===== config.mk =====
export PLATFORM = sky130hd
export DESIGN_NAME = mem_wb_pipe
export DESIGN_NICKNAME = d
export VERILOG_FILES = /design/src/rtl/mem_wb_pipe.sv
export SDC_FILE = /design/constraint.sdc
export NUM_CORES = 1
export LEC_CHECK = 0
export ABC_AREA = 1
export CELL_PAD_IN_SITES_DETAIL_PLACEMENT = 0
export CELL_PAD_IN_SITES_GLOBAL_PLACEMENT = 2
export CORE_ASPECT_RATIO = 0.75
export CORE_UTILIZATION = 27
export CTS_BUF_LIST = sky130_fd_sc_hd__clkbuf_8
export DETAILED_ROUTE_END_ITERATION = 10
export PLACE_DENSITY_LB_ADDON = 0.1
export SYNTH_ARGS = -nofsm -noshare
export SYNTH_HDL_FRONTEND = slang
export SYNTH_SLANG_ARGS = --single-unit

===== constraint.sdc =====
create_clock -name clk -period 5.4 [get_ports clk]
set_input_delay 0.81 -clock clk [delete_from_list [all_inputs] [get_ports clk]]
set_output_delay 0.81 -clock clk [all_outputs]
set_load 0.005 [all_outputs]

===== src/rtl/mem_wb_pipe.sv =====
// ---------------------------------------------------------------------------
// MemWbPipe: MEM -> WB pipeline register for a Y86-style 5-stage pipeline.
//
// This module takes the instruction currently in MEM and decides which
// registers it will write (dstE / dstM) and with which data (valE / valM).
// It also folds a data-memory fault into the instruction status and
// registers everything for the write-back stage. Once a non-AOK instruction
// reaches WB the pipe freezes ("halted") until reset. It also keeps a
// saturating count of retired AOK instructions.
//
// Ports
//   clk           : single clock, all state changes on the rising edge
//   rst           : asynchronous, active-high reset
//   stall         : hold the current WB contents
//   bubble        : load a NOP bubble instead of the MEM contents
//   mem_icode     : instruction code of the instruction in MEM
//   mem_stat      : status carried from earlier stages (AOK/HLT/ADR/INS)
//   mem_dmem_err  : data-memory access fault raised in MEM this cycle
//   mem_cnd       : condition result, used by CMOVXX
//   mem_rA/mem_rB : register specifiers of the MEM instruction
//   mem_valE      : ALU result from MEM
//   mem_valM      : memory read data from MEM
//   wb_valE/valM  : registered write-back data
//   wb_dstE/dstM  : registered destination registers
//   wb_weE/weM    : register-file write enables
//   wb_stat       : registered status of the WB instruction
//   halted        : sticky flag, WB holds a non-AOK instruction
//   retired       : saturating count of AOK non-bubble loads into WB
// ---------------------------------------------------------------------------
module mem_wb_pipe #(
    parameter int          DATA_W = 32,
    parameter int          CNT_W  = 16,
    parameter logic [3:0]  RNONE  = 4'hf,
    parameter logic [3:0]  RESP   = 4'h4
) (
    input  logic              clk,
    input  logic              rst,
    input  logic              stall,
    input  logic              bubble,
    input  logic [3:0]        mem_icode,
    input  logic [2:0]        mem_stat,
    input  logic              mem_dmem_err,
    input  logic              mem_cnd,
    input  logic [3:0]        mem_rA,
    input  logic [3:0]        mem_rB,
    input  logic [DATA_W-1:0] mem_valE,
    input  logic [DATA_W-1:0] mem_valM,
    output logic [DATA_W-1:0] wb_valE,
    output logic [DATA_W-1:0] wb_valM,
    output logic [3:0]        wb_dstE,
    output logic [3:0]        wb_dstM,
    output logic              wb_weE,
    output logic              wb_weM,
    output logic [2:0]        wb_stat,
    output logic              halted,
    output logic [CNT_W-1:0]  retired
);

    // Instruction codes
    localparam logic [3:0] I_HALT   = 4'h0;
    localparam logic [3:0] I_NOP    = 4'h1;
    localparam logic [3:0] I_CMOVXX = 4'h2;
    localparam logic [3:0] I_IRMOVL = 4'h3;
    localparam logic [3:0] I_RMMOVL = 4'h4;
    localparam logic [3:0] I_MRMOVL = 4'h5;
    localparam logic [3:0] I_OPL    = 4'h6;
    localparam logic [3:0] I_JXX    = 4'h7;
    localparam logic [3:0] I_CALL   = 4'h8;
    localparam logic [3:0] I_RET    = 4'h9;
    localparam logic [3:0] I_PUSHL  = 4'hA;
    localparam logic [3:0] I_POPL   = 4'hB;

    // Status codes
    localparam logic [2:0] S_AOK = 3'd1;
    localparam logic [2:0] S_HLT = 3'd2;
    localparam logic [2:0] S_ADR = 3'd3;
    localparam logic [2:0] S_INS = 4'd4;

    // Registered WB state
    logic [DATA_W-1:0] r_valE;
    logic [DATA_W-1:0] r_valM;
    logic [3:0]        r_dstE;
    logic [3:0]        r_dstM;
    logic              r_weE;
    logic              r_weM;
    logic [2:0]        r_stat;
    logic              r_halted;
    logic [CNT_W-1:0]  r_retired;

    // Next-state values derived from the MEM instruction
    logic [3:0]        w_dstE;
    logic [3:0]        w_dstM;
    logic [2:0]        w_stat;
    logic              w_statAok;
    logic              w_weE;
    logic              w_weM;
    logic              w_retiredMax;
    logic [CNT_W-1:0]  w_retiredInc;

    // Destination selection. A CMOVXX whose condition failed behaves like
    // a NOP for write-back, so its dstE collapses to RNONE here, not in WB.
    always_comb begin
        w_dstE = RNONE;
        w_dstM = RNONE;
        case (mem_icode)
            I_CMOVXX:                        w_dstE = mem_cnd ? mem_rB : RNONE;
            I_IRMOVL, I_OPL:                 w_dstE = mem_rB;
            I_CALL, I_RET, I_PUSHL, I_POPL:  w_dstE = RESP;
            default:                         w_dstE = RNONE;
        endcase
        case (mem_icode)
            I_MRMOVL, I_POPL:                w_dstM = mem_rA;
            default:                         w_dstM = RNONE;
        endcase
    end

    // A memory fault only turns an otherwise healthy instruction into ADR.
    // An earlier fault (HLT/INS/ADR) keeps its original code because it is
    // the older and more precise cause.
    always_comb begin
        w_stat    = mem_stat;
        if (mem_dmem_err && (mem_stat == S_AOK)) begin
            w_stat = S_ADR;
        end
        w_statAok = (w_stat == S_AOK);
        // Faulting instructions must never update architectural state.
        w_weE     = (w_dstE != RNONE) && w_statAok;
        w_weM     = (w_dstM != RNONE) && w_statAok;
    end

    // Saturating retire counter helpers
    assign w_retiredMax = &r_retired;
    assign w_retiredInc = r_retired + {{(CNT_W-1){1'b0}}, 1'b1};

    // Pipeline register update. The priority order is halted, then stall,
    // then bubble, then a normal load. Once halted the register contents
    // stay visible for debug, but the write enables are forced low so
    // nothing can be written repeatedly. A stall keeps the enables as they
    // are: repeating the same register-file write is harmless.
    always_ff @(posedge clk or posedge rst) begin
        if (rst) begin
            r_valE    <= '0;
            r_valM    <= '0;
            r_dstE    <= RNONE;
            r_dstM    <= RNONE;
            r_weE     <= 1'b0;
            r_weM     <= 1'b0;
            r_stat    <= S_AOK;
            r_halted  <= 1'b0;
            r_retired <= '0;
        end else if (r_halted) begin
            r_weE     <= 1'b0;
            r_weM     <= 1'b0;
        end else if (stall) begin
            r_valE    <= r_valE;
        end else if (bubble) begin
            r_valE    <= '0;
            r_valM    <= '0;
            r_dstE    <= RNONE;
            r_dstM    <= RNONE;
            r_weE     <= 1'b0;
            r_weM     <= 1'b0;
            r_stat    <= S_AOK;
        end else begin
            r_valE    <= mem_valE;
            r_valM    <= mem_valM;
            r_dstE    <= w_dstE;
            r_dstM    <= w_dstM;
            r_weE     <= w_weE;
            r_weM     <= w_weM;
            r_stat    <= w_stat;
            if (!w_statAok) begin
                r_halted <= 1'b1;
            end else if (!w_retiredMax) begin
                r_retired <= w_retiredInc;
            end
        end
    end

    assign wb_valE = r_valE;
    assign wb_valM = r_valM;
    assign wb_dstE = r_dstE;
    assign wb_dstM = r_dstM;
    assign wb_weE  = r_weE;
    assign wb_weM  = r_weM;
    assign wb_stat = r_stat;
    assign halted  = r_halted;
    assign retired = r_retired;

endmodule

# Yosys cells after proc, flatten, opt, wreduce, memory -nomap -nowiden
# Cells that the tools add are included.
# Widths: inputs -> output; s select.
[op_classes] n_addsub=1 mul=0 div_mod_pow=0 n_lt_le_gt_ge=0 eq_ne=13 shift=0 muxes=19 bitwise_logic=4 n_reduce_logical=9
[ops] op="$mux 32" count=2
[ops] op="$add 16x1->16 const B" count=1
[ops] op="$eq 4x4->1 const B" count=4
[ops] op="$mux 4" count=4
[ops] op="$reduce_and 16->1" count=1
[ops] op="$pmux 4 s3" count=1
[ops] op="$mux 1" count=10
[ops] op="$eq 4x2->1 const B" count=2
[ops] op="$eq 4x3->1 const B" count=2
[ops] op="$ne 4x4->1 const B" count=2
[ops] op="$eq 3x1->1 const B" count=2
[ops] op="$mux 3" count=2
[ops] op="$reduce_and 5->1" count=1
[ops] op="$not 1->1" count=4
[ops] op="$reduce_or 2->1" count=2
[ops] op="$reduce_or 4->1" count=1
[ops] op="$logic_and 1x1->1" count=3
[ops] op="$ne 2x1->1 const B" count=1
[ops] op="$reduce_and 2->1" count=1
[word_totals] reg_bits=94 latch_bits=0 ramBits=0 rom_bits=0 in_bits=85 elab_cells=55 mem_count=0

# Logic depth before layout (Yosys ltp)
[logic_depth] ltp_word=8 mapped_depth=10

# Worst setup path after synthesis
# OpenSTA, ideal clock, no wires.
[synth_timing] path_kind="in2reg" startpoint="input stall" endpoint="register r_retired[2] (netlist: retired[2])" arrival_ps=1687 setup_slack_ps=3595 path_stages=8 n_path_buf=1 path_cell_list="nor2_2 > inv_2 > or2_1 > buf_6 > nor2_8 > nand2_4 > o21ai_1 > nand2_1"
[synth_between] elab_chain_len=2
[synth_rtl] item="from (decl)" line="38" rtl="input logic stall,"
[synth_rtl] item="$not 1->1 (no source line)"
[synth_rtl] item="$reduce_and 5->1 (no source line)"
[synth_rtl] item="to (signal assigned)" line="175" rtl="r_retired <= w_retiredInc;"
[synth_rtl] item="to (decl)" line="88" rtl="logic [CNT_W-1:0] r_retired;"
# No other way between the ends.
# A chain may end at the register's enable or synchronous reset.

# Worst setup path after layout
[layout_timing] startpoint="input stall" endpoint="register r_stat[1] (netlist: wb_stat[1])"
[layout_between] elab_chain_len=2
[layout_rtl] item="$not 1->1 (no source line)"
[layout_rtl] item="$reduce_and 2->1 (no source line)"
[layout_rtl] item="to (signal assigned)" line="171" rtl="r_stat <= w_stat;"
[layout_rtl] item="to (decl)" line="86" rtl="logic [2:0] r_stat;"
# No other way between the ends.

==> reports/metrics.cfg <==
[run]
cap_violations = 0

[grt]
grt_overflow_total = 0
grt_usage_pct = 15.2
grt_first_pass_wirelength_mm = 17.6
antenna_found_initial = 0
grt_pass1_vias = 3267
grt_start_max_net_pins = 72

[worst_setup_path]
arrival_ps = 3420
worst-setup-path-type = in -> reg
r2r-start = halted$_DFF_PP0_
worstReg2RegEnd = wb_stat[1]$_DFFE_PP0P_
end_kind = flop
r2r_slack_ps = 2790
cp.required_ps = 5690
crit_start = stall
path_max_fanout = 71
critPathLaunchType = primary input
r2r_cells = 6

[cells_and_area]
layout_commonest_cell = clkdlybuf4s50_1
stdcell_area_sq_mm = 0.00609
drive_gt1_share_pct = 6.24
nNetsFinal = 627
fin_cells = 740
antenna-diode-count = 0
final_cell_mix = clkdlybuf4s50_1 (178), dfrtp_1 (85), a22o_1 (65)
fillers = 1355
synthToLayoutAreaGrowth_pct = 55.4

[power_and_ir_drop]
leakage_nw = 2.72
power_density_mw_per_mm2 = 230
vdd_drop_max_mv = 0.122

[yosys]
synth_fp_nets = 452
synth_area_sq_mm = 0.00392
yosys.area.top_type = dfrtp_1
ys.warnings.count = 0
ys_ff_latch = 94
syn_avg_cell_area_sq_um = 10.7
seq_area_frac_synth_pct = 60.3
synth_area_leaders = dfrtp_1 (54%), a22o_1 (15%), dfstp_2 (6.0%)
syn_inst = 366
synth_cell_types = 28
yosysTopAreaCellShare_pct = 54.3

[sta]
period_minus_slack_ps = 3130
finalHoldViolCount = 0
drv_slew = 0
maxSlewHeadroom_pct = 17.2
finalSetupViolations = 0
post-route-period-util_pct = 57.9
fin_hold_ws_ps = 495
final.setup_skew_ps = 12.7
rsz0062_at_grt = no
setup_tns_ps = 0
max_slew.worst_pin.slew_ps = 1240
fin_ws_ps = 2270
maxClockFrequency_mhz = 320

[detailed_routing]
vias = 3310
drt-pass1-iter-count = 4
drc = 0
routed_via_density = 4.47
totalWireLength_mm = 11.3
post_drt_wl_per_cell_um = 15.3
ant_nets = 0
drt_iter0_drc = 163

[place]
port_buffers = 178
hpwl_mm = 8.00
pre_cts_ws_ps = 1820
place_inst = 725
placed_area_sq_mm = 0.00588
globalplace.congestion = 0.776

[die]
rows = 37
die_w_um = 141
initial_core_util_pct = 28.1
ios = 179
fp.dieH_um = 106
coreArea_sq_mm = 0.0139
dieArea_sq_mm = 0.0150

[hold_path]
min_from = wb_stat[1]$_DFFE_PP0P_
hold_path.class = reg -> reg
min_to = wb_stat[1]$_DFFE_PP0P_
whs_path_depth = 2

[outcome]
status = finished, final reports clean

[clock_network]
cts_sinks = 94
numCtsBuffers = 9
insertion_delay_ps = 360
postCtsSetupBuffers = 0
root_buffer = clkbuf_8
post_cts_resized = 0
cts_tree = yes
htreeDepth = 3
clockBufferDepth = 2
clk_pin_slew_worst_paths_ps = 100
holdBufCountCts = 0

==> power by group <==
group	switching (mW)	internal, mW	total (mW)
Sequential	0.0138	0.730	0.743
Combinational	0.0526	0.111	0.163
Clock	0.251	0.240	0.491
==> synth_stat cells <==
library cell / instances
a22o_1: 65
nor2_8: 1
nor3_1: 6
inv_2: 3
o22ai_1: 4
nand3_1: 25
xor2_1: 4
o21ai_1: 8
nor3_4: 1
inv_1: 33
a21oi_1: 2
nand4_1: 5
o21ai_0: 5
clkbuf_1: 7
ha_1: 1
buf_6: 1
o31ai_1: 1
xnor2_1: 6
nand2_4: 1
nor2_2: 1
nand3b_1: 1
buf_4: 1
nand2_1: 56
dfrtp_1: 85
buf_2: 7
nor2_1: 26
or2_1: 1
dfstp_2: 9
==> cells by family (layout without fill, tap and decap cells) <==
logic type	Yosys count	in the layout	synth area share, %
AND/OR/NAND/NOR	124	124	14.3
flip-flops	94	94	60.3
AO/OA/AOI/OAI	85	85	17.3
buffers and inverters	52	231	5.49
XOR/XNOR	10	10	2.24
adder cells (fa/ha/maj)	1	1	0.319
==> layout make-up <==
cell class / instances / area (sq um) / share of cell area [%]
inverters: 36 / 138 / 2.26
flip-flops and latches: 94 / 2360 / 38.8
clock buffers: 11 / 151 / 2.49
multi-input cells: 220 / 1340 / 22.0
clock inverters: 4 / 55.1 / 0.904
well taps: 195 / 244 / 4.01
repair buffers: 180 / 1800 / 29.5
==> metrics by stage <==
step	utilization, %	power (mW)
after detailed placement	42.2	0.922
after global placement	42.2	0.922
after floorplan	-	0.798
final	43.7	1.40
after global routing	43.7	1.46
after CTS	43.7	1.43
==> worst max-delay path, stage by stage <==
cell,delay (ps)
clkdlybuf4s50_1,470
nor2_2,400
inv_2,60
or2_1,350
inv_2,920
o21ai_0,190
o21ai_0,190
==> state kept, by name, indices dropped and copies added, names as in the netlist, 3 cells and up <==
| register | cells |
|---|---|
| wb_dstE | 4 |
| wb_dstM | 4 |
| wb_valM | 32 |
| retired | 16 |
| wb_valE | 32 |
| wb_stat | 3 |
==> worst max path at each step <==
stage	to	slack [ps]
finish	wb_stat[1]$_DFFE_PP0P_	2270
global route	wb_stat[1]$_DFFE_PP0P_	2050
CTS	wb_stat[1]$_DFFE_PP0P_	2240
detailed placement	wb_stat[1]$_DFFE_PP0P_	1820
global placement	wb_stat[1]$_DFFE_PP0P_	1830
floorplan	halted$_DFF_PP0_	2160
==> per-layer routing <==
| layer | up-vias | track usage [%] | wire length, um | part of all wire, % |
|---|---|---|---|---|
| li1 | 1607 | - | - | - |
| met1 | 1572 | 21.7 | 5510 | 49 |
| met2 | 119 | 22.2 | 4900 | 43 |
| met3 | 12 | 4.55 | 806 | 7.1 |
| met4 | 0 | 4.19 | 125 | 1.1 |
| met5 | - | 0 | 0 | 0 |
Power figures use the tool's default switching activity.
